$ cat src/rtl/batpu_pkg.sv
`default_nettype none
// ============================================================================
// Module      : batpu_pkg
// Description : Shared types and constants for the BatPU2 writeback path.
// Revision    : 1.0 - initial release
// ============================================================================
package batpu_pkg;

    localparam int DATA_W     = 8;
    localparam int REG_ADDR_W = 4;

    localparam logic [REG_ADDR_W-1:0] REG_ZERO = '0;

    typedef struct packed {
        logic [DATA_W-1:0]     result;
        logic                  cout;
        logic                  zero;
        logic [REG_ADDR_W-1:0] dest;
        logic                  write;
        logic                  set_flags;
    } wb_entry_t;

endpackage : batpu_pkg
`default_nettype wire

$ cat src/rtl/reg_file.sv
`default_nettype none
// ============================================================================
// Module      : reg_file
// Description : Architectural register file, two async reads, one sync write,
//               r0 hardwired to zero.
// Revision    : 1.0 - initial release
// ============================================================================
module reg_file
    import batpu_pkg::*;
#(
    parameter int NUM_REGS = 16,
    parameter int DATA_W   = 8,
    parameter int ADDR_W   = 4
) (
    input  logic              clk,
    input  logic              rst,
    input  logic              we,
    input  logic [ADDR_W-1:0] waddr,
    input  logic [DATA_W-1:0] wdata,
    input  logic [ADDR_W-1:0] raddr_a,
    input  logic [ADDR_W-1:0] raddr_b,
    output logic [DATA_W-1:0] rdata_a,
    output logic [DATA_W-1:0] rdata_b
);

    logic [DATA_W-1:0] r_regs [NUM_REGS];

    always_ff @(posedge clk) begin
        if (rst) begin
            for (int i = 0; i < NUM_REGS; i++) begin
                r_regs[i] <= '0;
            end
        end else if (we && (waddr != ADDR_W'(REG_ZERO))) begin
            r_regs[waddr] <= wdata;
        end
    end

    // r0 reads are forced to zero rather than relying on the array contents.
    assign rdata_a = (raddr_a == ADDR_W'(REG_ZERO)) ? '0 : r_regs[raddr_a];
    assign rdata_b = (raddr_b == ADDR_W'(REG_ZERO)) ? '0 : r_regs[raddr_b];

endmodule : reg_file
`default_nettype wire

$ cat src/rtl/writeback_stage.sv
`default_nettype none
// ============================================================================
// Module      : writeback_stage
// Description : One-entry writeback pipeline register with handshake, commit
//               to register file and Z/C flags, and operand/flag bypass.
// Revision    : 1.0 - initial release
// ============================================================================
module writeback_stage
    import batpu_pkg::*;
#(
    parameter int NUM_REGS = 16,
    parameter int DATA_W   = 8
) (
    input  logic                  clk,
    input  logic                  rst,
    input  logic                  ex_valid,
    output logic                  ex_ready,
    input  logic [DATA_W-1:0]     ex_result,
    input  logic                  ex_cout,
    input  logic                  ex_zero,
    input  logic [REG_ADDR_W-1:0] ex_dest,
    input  logic                  ex_write,
    input  logic                  ex_set_flags,
    input  logic                  wb_hold,
    input  logic [REG_ADDR_W-1:0] rd_addr_a,
    input  logic [REG_ADDR_W-1:0] rd_addr_b,
    output logic [DATA_W-1:0]     rd_data_a,
    output logic [DATA_W-1:0]     rd_data_b,
    output logic                  flag_zero,
    output logic                  flag_carry
);

    logic              r_wb_valid;
    wb_entry_t         r_wb;
    logic              r_flag_z;
    logic              r_flag_c;

    logic              w_capture;
    logic              w_commit;
    wb_entry_t         w_ex_entry;
    logic [DATA_W-1:0] w_rf_a;
    logic [DATA_W-1:0] w_rf_b;

    assign ex_ready  = !r_wb_valid || !wb_hold;
    assign w_capture = ex_valid && ex_ready;
    assign w_commit  = r_wb_valid && !wb_hold;

    assign w_ex_entry = '{
        result:    ex_result,
        cout:      ex_cout,
        zero:      ex_zero,
        dest:      ex_dest,
        write:     ex_write,
        set_flags: ex_set_flags
    };

    // Commit and capture may coincide: old entry retires while the new one loads.
    always_ff @(posedge clk) begin
        if (rst) begin
            r_wb_valid <= 1'b0;
            r_wb       <= '0;
            r_flag_z   <= 1'b0;
            r_flag_c   <= 1'b0;
        end else begin
            if (w_commit && r_wb.set_flags) begin
                r_flag_z <= r_wb.zero;
                r_flag_c <= r_wb.cout;
            end
            if (w_capture) begin
                r_wb_valid <= 1'b1;
                r_wb       <= w_ex_entry;
            end else if (w_commit) begin
                r_wb_valid <= 1'b0;
            end
        end
    end

    reg_file #(
        .NUM_REGS (NUM_REGS),
        .DATA_W   (DATA_W),
        .ADDR_W   (REG_ADDR_W)
    ) u_reg_file (
        .clk     (clk),
        .rst     (rst),
        .we      (w_commit && r_wb.write),
        .waddr   (r_wb.dest),
        .wdata   (r_wb.result),
        .raddr_a (rd_addr_a),
        .raddr_b (rd_addr_b),
        .rdata_a (w_rf_a),
        .rdata_b (w_rf_b)
    );

    always_comb begin
        rd_data_a = w_rf_a;
        rd_data_b = w_rf_b;
        if (rd_addr_a == REG_ZERO) begin
            rd_data_a = '0;
        end else if (r_wb_valid && r_wb.write && (r_wb.dest == rd_addr_a)) begin
            rd_data_a = r_wb.result;
        end
        if (rd_addr_b == REG_ZERO) begin
            rd_data_b = '0;
        end else if (r_wb_valid && r_wb.write && (r_wb.dest == rd_addr_b)) begin
            rd_data_b = r_wb.result;
        end
    end

    assign flag_zero  = (r_wb_valid && r_wb.set_flags) ? r_wb.zero : r_flag_z;
    assign flag_carry = (r_wb_valid && r_wb.set_flags) ? r_wb.cout : r_flag_c;

endmodule : writeback_stage
`default_nettype wire

$ cat config.mk
export PLATFORM = sky130hd
export DESIGN_NAME = writeback_stage
export DESIGN_NICKNAME = d
export VERILOG_FILES = /design/src/rtl/batpu_pkg.sv /design/src/rtl/reg_file.sv /design/src/rtl/writeback_stage.sv
export SDC_FILE = /design/constraint.sdc
export NUM_CORES = 1
export LEC_CHECK = 0
export CAP_MARGIN = 30
export CORE_UTILIZATION = 45
export CTS_CLUSTER_DIAMETER = 100
export DETAILED_ROUTE_END_ITERATION = 16
export PLACE_DENSITY = 0.68
export REMOVE_ABC_BUFFERS = 1
export SETUP_SLACK_MARGIN = 0.3
export SYNTH_ARGS = -nofsm -noshare
export SYNTH_HDL_FRONTEND = slang
export SYNTH_SLANG_ARGS = --single-unit
export TNS_END_PERCENT = 10
$ cat constraint.sdc
create_clock -name clk -period 6.1 [get_ports clk]
set_input_delay 0.61 -clock clk [delete_from_list [all_inputs] [get_ports clk]]
set_output_delay 0.61 -clock clk [all_outputs]
set_load 0.01 [all_outputs]
; Word level (Yosys, flattened, before mapping)
; Memory sizes are Yosys's and may differ from the RTL's.
; Index checks and enable logic that the tools add are counted.
[word_totals]
memories = 1
ramBits = 128
latch_bits = 0
input_bits = 28
output_inout_bits = 19
romBits = 0
reg_bits = 19
[classes]
div = 0
bitwise = 0
order_cmp = 0
n_addsub = 0
shift = 0
mul = 0
reduce_logical = 17
n_eq_ne = 2
n_mux = 16
[memory_table]
columns = memory, words, word_bits, read_ports, rd_clocked_by_memory_dff, write_ports, line_no
row1 = u_reg_file.r_regs, 16, 8, 2, 0, 16, reg_file.sv:26  ; logic [DATA_W-1:0] r_regs [NUM_REGS];
[ops]
columns = cell, n
row1 = two-way mux 8 bit, 5
row2 = two-way mux 1 bit, 10
row3 = logical AND 1 bit, 9
row4 = equality test 4 bit, 2
row5 = logical NOT 4 bit, 2
row6 = OR reduction 8 bit, 1
row7 = two-way mux 4 bit, 1
row8 = nonzero test 4 bit, 1
row9 = logical NOT 1 bit, 2
row10 = nonzero test 2 bit, 1
row11 = logical OR 1 bit, 1

; Logic depth before layout (Yosys ltp)
[logic_depth]
word_depth = 9
ltp_mapped = 6
mapped_depth_nobuf = 4

; Cells and area by module
; A second synthesis with hierarchy kept.
[hier_totals]
cells_unflattened = 610
hier_area_um2 = 7840.0
[by_module_without_submodules]
columns = module, n_inst, area_per_inst_um2, cells_each, seq_area_each_um2
row1 = reg_file, 1, 6677.7, 449, 3603.5
row2 = writeback_stage, 1, 1162.4, 161, 380.4

; Worst setup path after synthesis
; Ideal clock, no wire load.
[synth_path]
path_kind = input port to output port
start = in rd_addr_a[3]
end = out rd_data_a[6]
setup_slack_ns = 3.541
cell_stages = 6
arrival_time_ns = 1.949
path_cell_list = clkbuf_1 clkbuf_1 mux4_2 a22oi_1 nand2_1 a22o_1
[synth_between]
elab_chain_cells = 4
word_cells_on_any_way = 6
cone_classes = eq/ne: 1 / mux: 2 / reduce/logical: 2 / memory: 1
[synth_lines]
columns = item, line_no
row1 = "start, declared", writeback_stage.sv:25  ; input logic [REG_ADDR_W-1:0] rd_addr_a,
row2 = branches (longest 3 deep; another with memory read (16 x 8 bit)), -
row3 = two-way mux 8 bit *, writeback_stage.sv:97  ; if (rd_addr_a == REG_ZERO) begin
row4 = "end, declared", writeback_stage.sv:27  ; output logic [DATA_W-1:0] rd_data_a,
; Mark *: on every way between the ends.

; Worst setup path in the final report
[layout_path]
start = in rd_addr_b[1]
end = out rd_data_b[6]
[layout_between]
elab_chain_cells = 4
word_cells_on_any_way = 6
cone_classes = eq/ne: 1 / mux: 2 / reduce/logical: 2 / memory: 1
[layout_lines]
columns = item, line_no
row1 = "start, declared", writeback_stage.sv:26  ; input logic [REG_ADDR_W-1:0] rd_addr_b,
row2 = branches (longest 3 deep; another with memory read (16 x 8 bit)), -
row3 = two-way mux 8 bit *, writeback_stage.sv:102  ; if (rd_addr_b == REG_ZERO) begin
row4 = "end, declared", writeback_stage.sv:28  ; output logic [DATA_W-1:0] rd_data_b,
; Marks and branches as above.

==> results.md <==
- Layout cells sized above 1: 0.2370
- Setup Skew: 0.007418 ns
- Slowest cell on the critical path: clkdlybuf4s50_1
- Crit-path max FO: 20
- Starting Density: 0.4678
- Fin. Hold Viols: 0
- I/O pin total: 47
- RSZ-0062 raised after global routing: false
- Crit. path cell count: 7
- RR Endpoint: u_reg_file.r_regs[13][1]
- Area occupied by multi-input gates: 3297 um^2
- Relative slew slack: 0.2772
- First-pass GRT wire length: 34,220 um
- Drt drc: 0
- R2r startpoint: r_wb_valid
- Gr usage total: 0.2617
- H-tree depth: 4
- Port bufs: 46
- Detail-routed via count per cell: 6.696
- Pre-antenna DRT Iters: 5
- Clk_lat worst skew: ~0.43 ns
- Routed WL per cell: 26.27 um
- Ys Warns: 0
- Startpoint types: input pin
- Synth Area in XOR/XNOR: 0.007793
- GRT Residual Overflow: 0
- Final setup viols: 0
- Worst-margin pin slew: 1.077 ns
- Syn Inst Count: 591
- M1 WL: about 9000 um
- Critical-path cell list: clkdlybuf4s50_1, buf_4, mux4_2, a22o_1, nor2_1, o32ai_1, clkdlybuf4s50_1
- DRT Wirelength: 22,410 um
- Crit end category: output port
- Count of pins over their slew limit: 0
- DP Wirelength: 14,710 um
- Post-synth top flop: edfxtp_1
- R2r worst-path depth: 5
- Register area: 4224 um^2
- Number of synthesized register bits: 147
- Tcrit/Tclk final: 0.6910
- Mux cell area share after synthesis: 0.1899
- Fin crit period: roughly 4.2 ns
- Hold bufs inserted after CTS: 0
- Setup slack, reg-to-reg: between 2 and 3 ns
- Setup crit start: rd_addr_b[1]
- Nets: 648
- Iteration-0 DRC Markers: 723
- Status: finished, final reports clean
- # rows: 47
- CTS buffer count: 17
- Highest Signal Layer: met4
- Initial antenna violation count: 0
- Crit-path max cell delay: 1.01 ns
- Die height: 134.2 um
- Worst min-delay path class: flip-flop to flip-flop
- Via count: 5,712
- Worst IR Drop VDD: about 0.00024 V
- Root buffer cell: clkbuf_16
- Setup tns final: 0 ns
- Area grow syn2layout: 15.01%
- Clock-pin slew on the worst setup and hold paths: 0.06 ns
- Synth Area in Compound Gates: 0.07602
- Post-route ant nets: 0
- Async SR Flop Fraction: 0
- # diodes: 0
- Number of placed instances with taps included: around 820
- Buf+Inv Stages, Crit Path: 3
- Placer congestion estimate: 0.9194
- Worst Path Required: 5.49 ns
- Core box area: 16,820 um^2
- PostCTS Resize Cnt: 0
- Seq/Total Area, Yosys: 0.5369
- Post-CTS Setup Repair Bufs: 0
- CTS sink count: between 100 and 150
- Number of flops mapped to enable cells by yosys: between 100 and 150
- Met2 WL: 10,990 um
- Average size of a mapped cell: 13.31 um^2
- Post-synthesis adder-cell area fraction: 0
- Syn Std Cell Area: between 7000 and 8000 um^2
- TritonCTS clock tree: built
- Max_cap viols: 0
- Die ar.: 18,020 um^2
- Critical path type: input pin to output port
- Vias in the first global route: a little under 6,000
- Cell variety after synth: 36
- Largest family of logic cells by synthesized area: multiplexers
- # fillers: 1,429
- Power Dens Cells: ~270 nW/um^2
- Crit path capture: rd_data_b[6]
- Leakage: 2.910 nW
- Crit path top cell by count: clkdlybuf4s50_1
- Final Non-Filler Cells: roughly 850
- CP Data Arrival Time: 3.61 ns
- FMAX: 0.2372 GHz
- DIE WIDTH: 134.2 um
- Wire length on met3: a little under 2000 um
- Max clock buf depth: 2
- Largest net degree at the start of global routing: 37
- Simple-Gate Fraction of Synth Area: 0.1409
- Crit-path leading delay family: buffers and inverters
[power by group]
part           total (W)  leakage, nW  switching [W]  internal, W
clock network   0.000989        0.271       0.000409     0.000580
logic           0.000301         1.16       0.000166     0.000134
registers        0.00116         1.47      0.0000264      0.00113
total            0.00245         2.91       0.000602      0.00184
[cell families (layout without fill, tap and decap cells)]
| kind of cell | Yosys count | in the layout |
|---|---|---|
| mux | 69 | 69 |
| other cells | 1 | 8 |
| simple gates | 202 | 202 |
| flops | 147 | 147 |
| xor+xnor | 7 | 7 |
| compound gates | 85 | 85 |
| buf+inv | 80 | 115 |
[flip-flops by register name, indices dropped and copies added (netlist names)]
register,flops
r_flag_z,1
r_flag_c,1
r_wb,16
u_reg_file.r_regs,128
r_wb_valid,1
[cells in the mapped netlist, types with 14 or more instances]
cell / instances / share of area
nor3_2: 21 / 0.027
nor3_1: 77 / 0.049
clkbuf_1: 42 / 0.020
nand2_1: 48 / 0.023
a22oi_1: 14 / 0.013
o21ai_0: 15 / 0.0095
dfxtp_1: 19 / 0.048
mux4_2: 64 / 0.18
edfxtp_1: 128 / 0.49
nor4_1: 26 / 0.021
a22o_1: 24 / 0.027
a21oi_1: 19 / 0.012
[metal layers]
layer  vias up  global-route usage
li1       2403                   -
met1      2868              0.3466
met2       387              0.4211
met3        54             0.04686
met4         0              0.1211
met5         -                   0
[tightest hold or removal path, stage by stage, from the launching register on]
cell and delay, ns:
dfxtp_1 0.31, nand2_1 0.05, a21oi_1 0.06
[cell usage in the layout (no fill, tap or decap), types with 4 or more instances in the layout]
master	synthesis	routed
clkbuf_16	0	17
conb_1	1	8
clkdlybuf4s50_1	0	44
nor3_1	77	77
o21ai_1	0	5
inv_1	9	9
o32ai_1	8	8
buf_4	3	26
mux4_2	64	64
o21ai_0	15	10
nor2b_1	4	4
clkinv_2	0	5
nor3_2	21	21
clkbuf_1	42	4
a22oi_1	14	14
a21oi_1	19	19
xor2_1	4	4
nand2_1	48	48
nor4_1	26	26
edfxtp_1	128	128
nor2_1	13	13
a22o_1	24	24
dfxtp_1	19	19
[layout make-up]
cell class / instances / share of cell area
sequential: 147 / 0.4668
inverter: 9 / 0.003733
timing repair buffer: 74 / 0.07412
clock buffer: 23 / 0.05171
multi-input combinational: 371 / 0.3644
tap: 220 / 0.03042
clock inverter: 9 / 0.008850
[per-stage QoR]
stage / utilization / power, W / setup slack, ns / instance area (um^2) / hold slack, ns
floorplan: - / 0.001322 / 3.272 / 7550 / 0.4305
global placement: 0.5026 / 0.001459 / 1.997 / 8453 / 0.4444
CTS: 0.5356 / 0.002445 / 1.932 / 9009 / 0.4645
global route: 0.5380 / 0.002514 / 1.774 / 9049 / 0.4924
finish: 0.5380 / 0.002446 / 1.885 / 9049 / 0.4594
detailed placement: 0.5031 / 0.001467 / 1.951 / 8461 / 0.4554
[worst min path at each step]
| stage | from | to | slack, ns | cells after the start |
|---|---|---|---|---|
| detailed placement | r_wb[1] | r_wb[1] | 0.46 | 2 |
| floorplan | r_wb[0] | r_wb[0] | 0.43 | 2 |
| global route | r_wb[1] | r_wb[1] | 0.49 | 2 |
| finish | r_wb[1] | r_wb[1] | 0.46 | 2 |
| CTS | r_wb[1] | r_wb[1] | 0.46 | 2 |
| global placement | r_wb[1] | r_wb[1] | 0.44 | 2 |
Power figures use the tool's default switching activity.
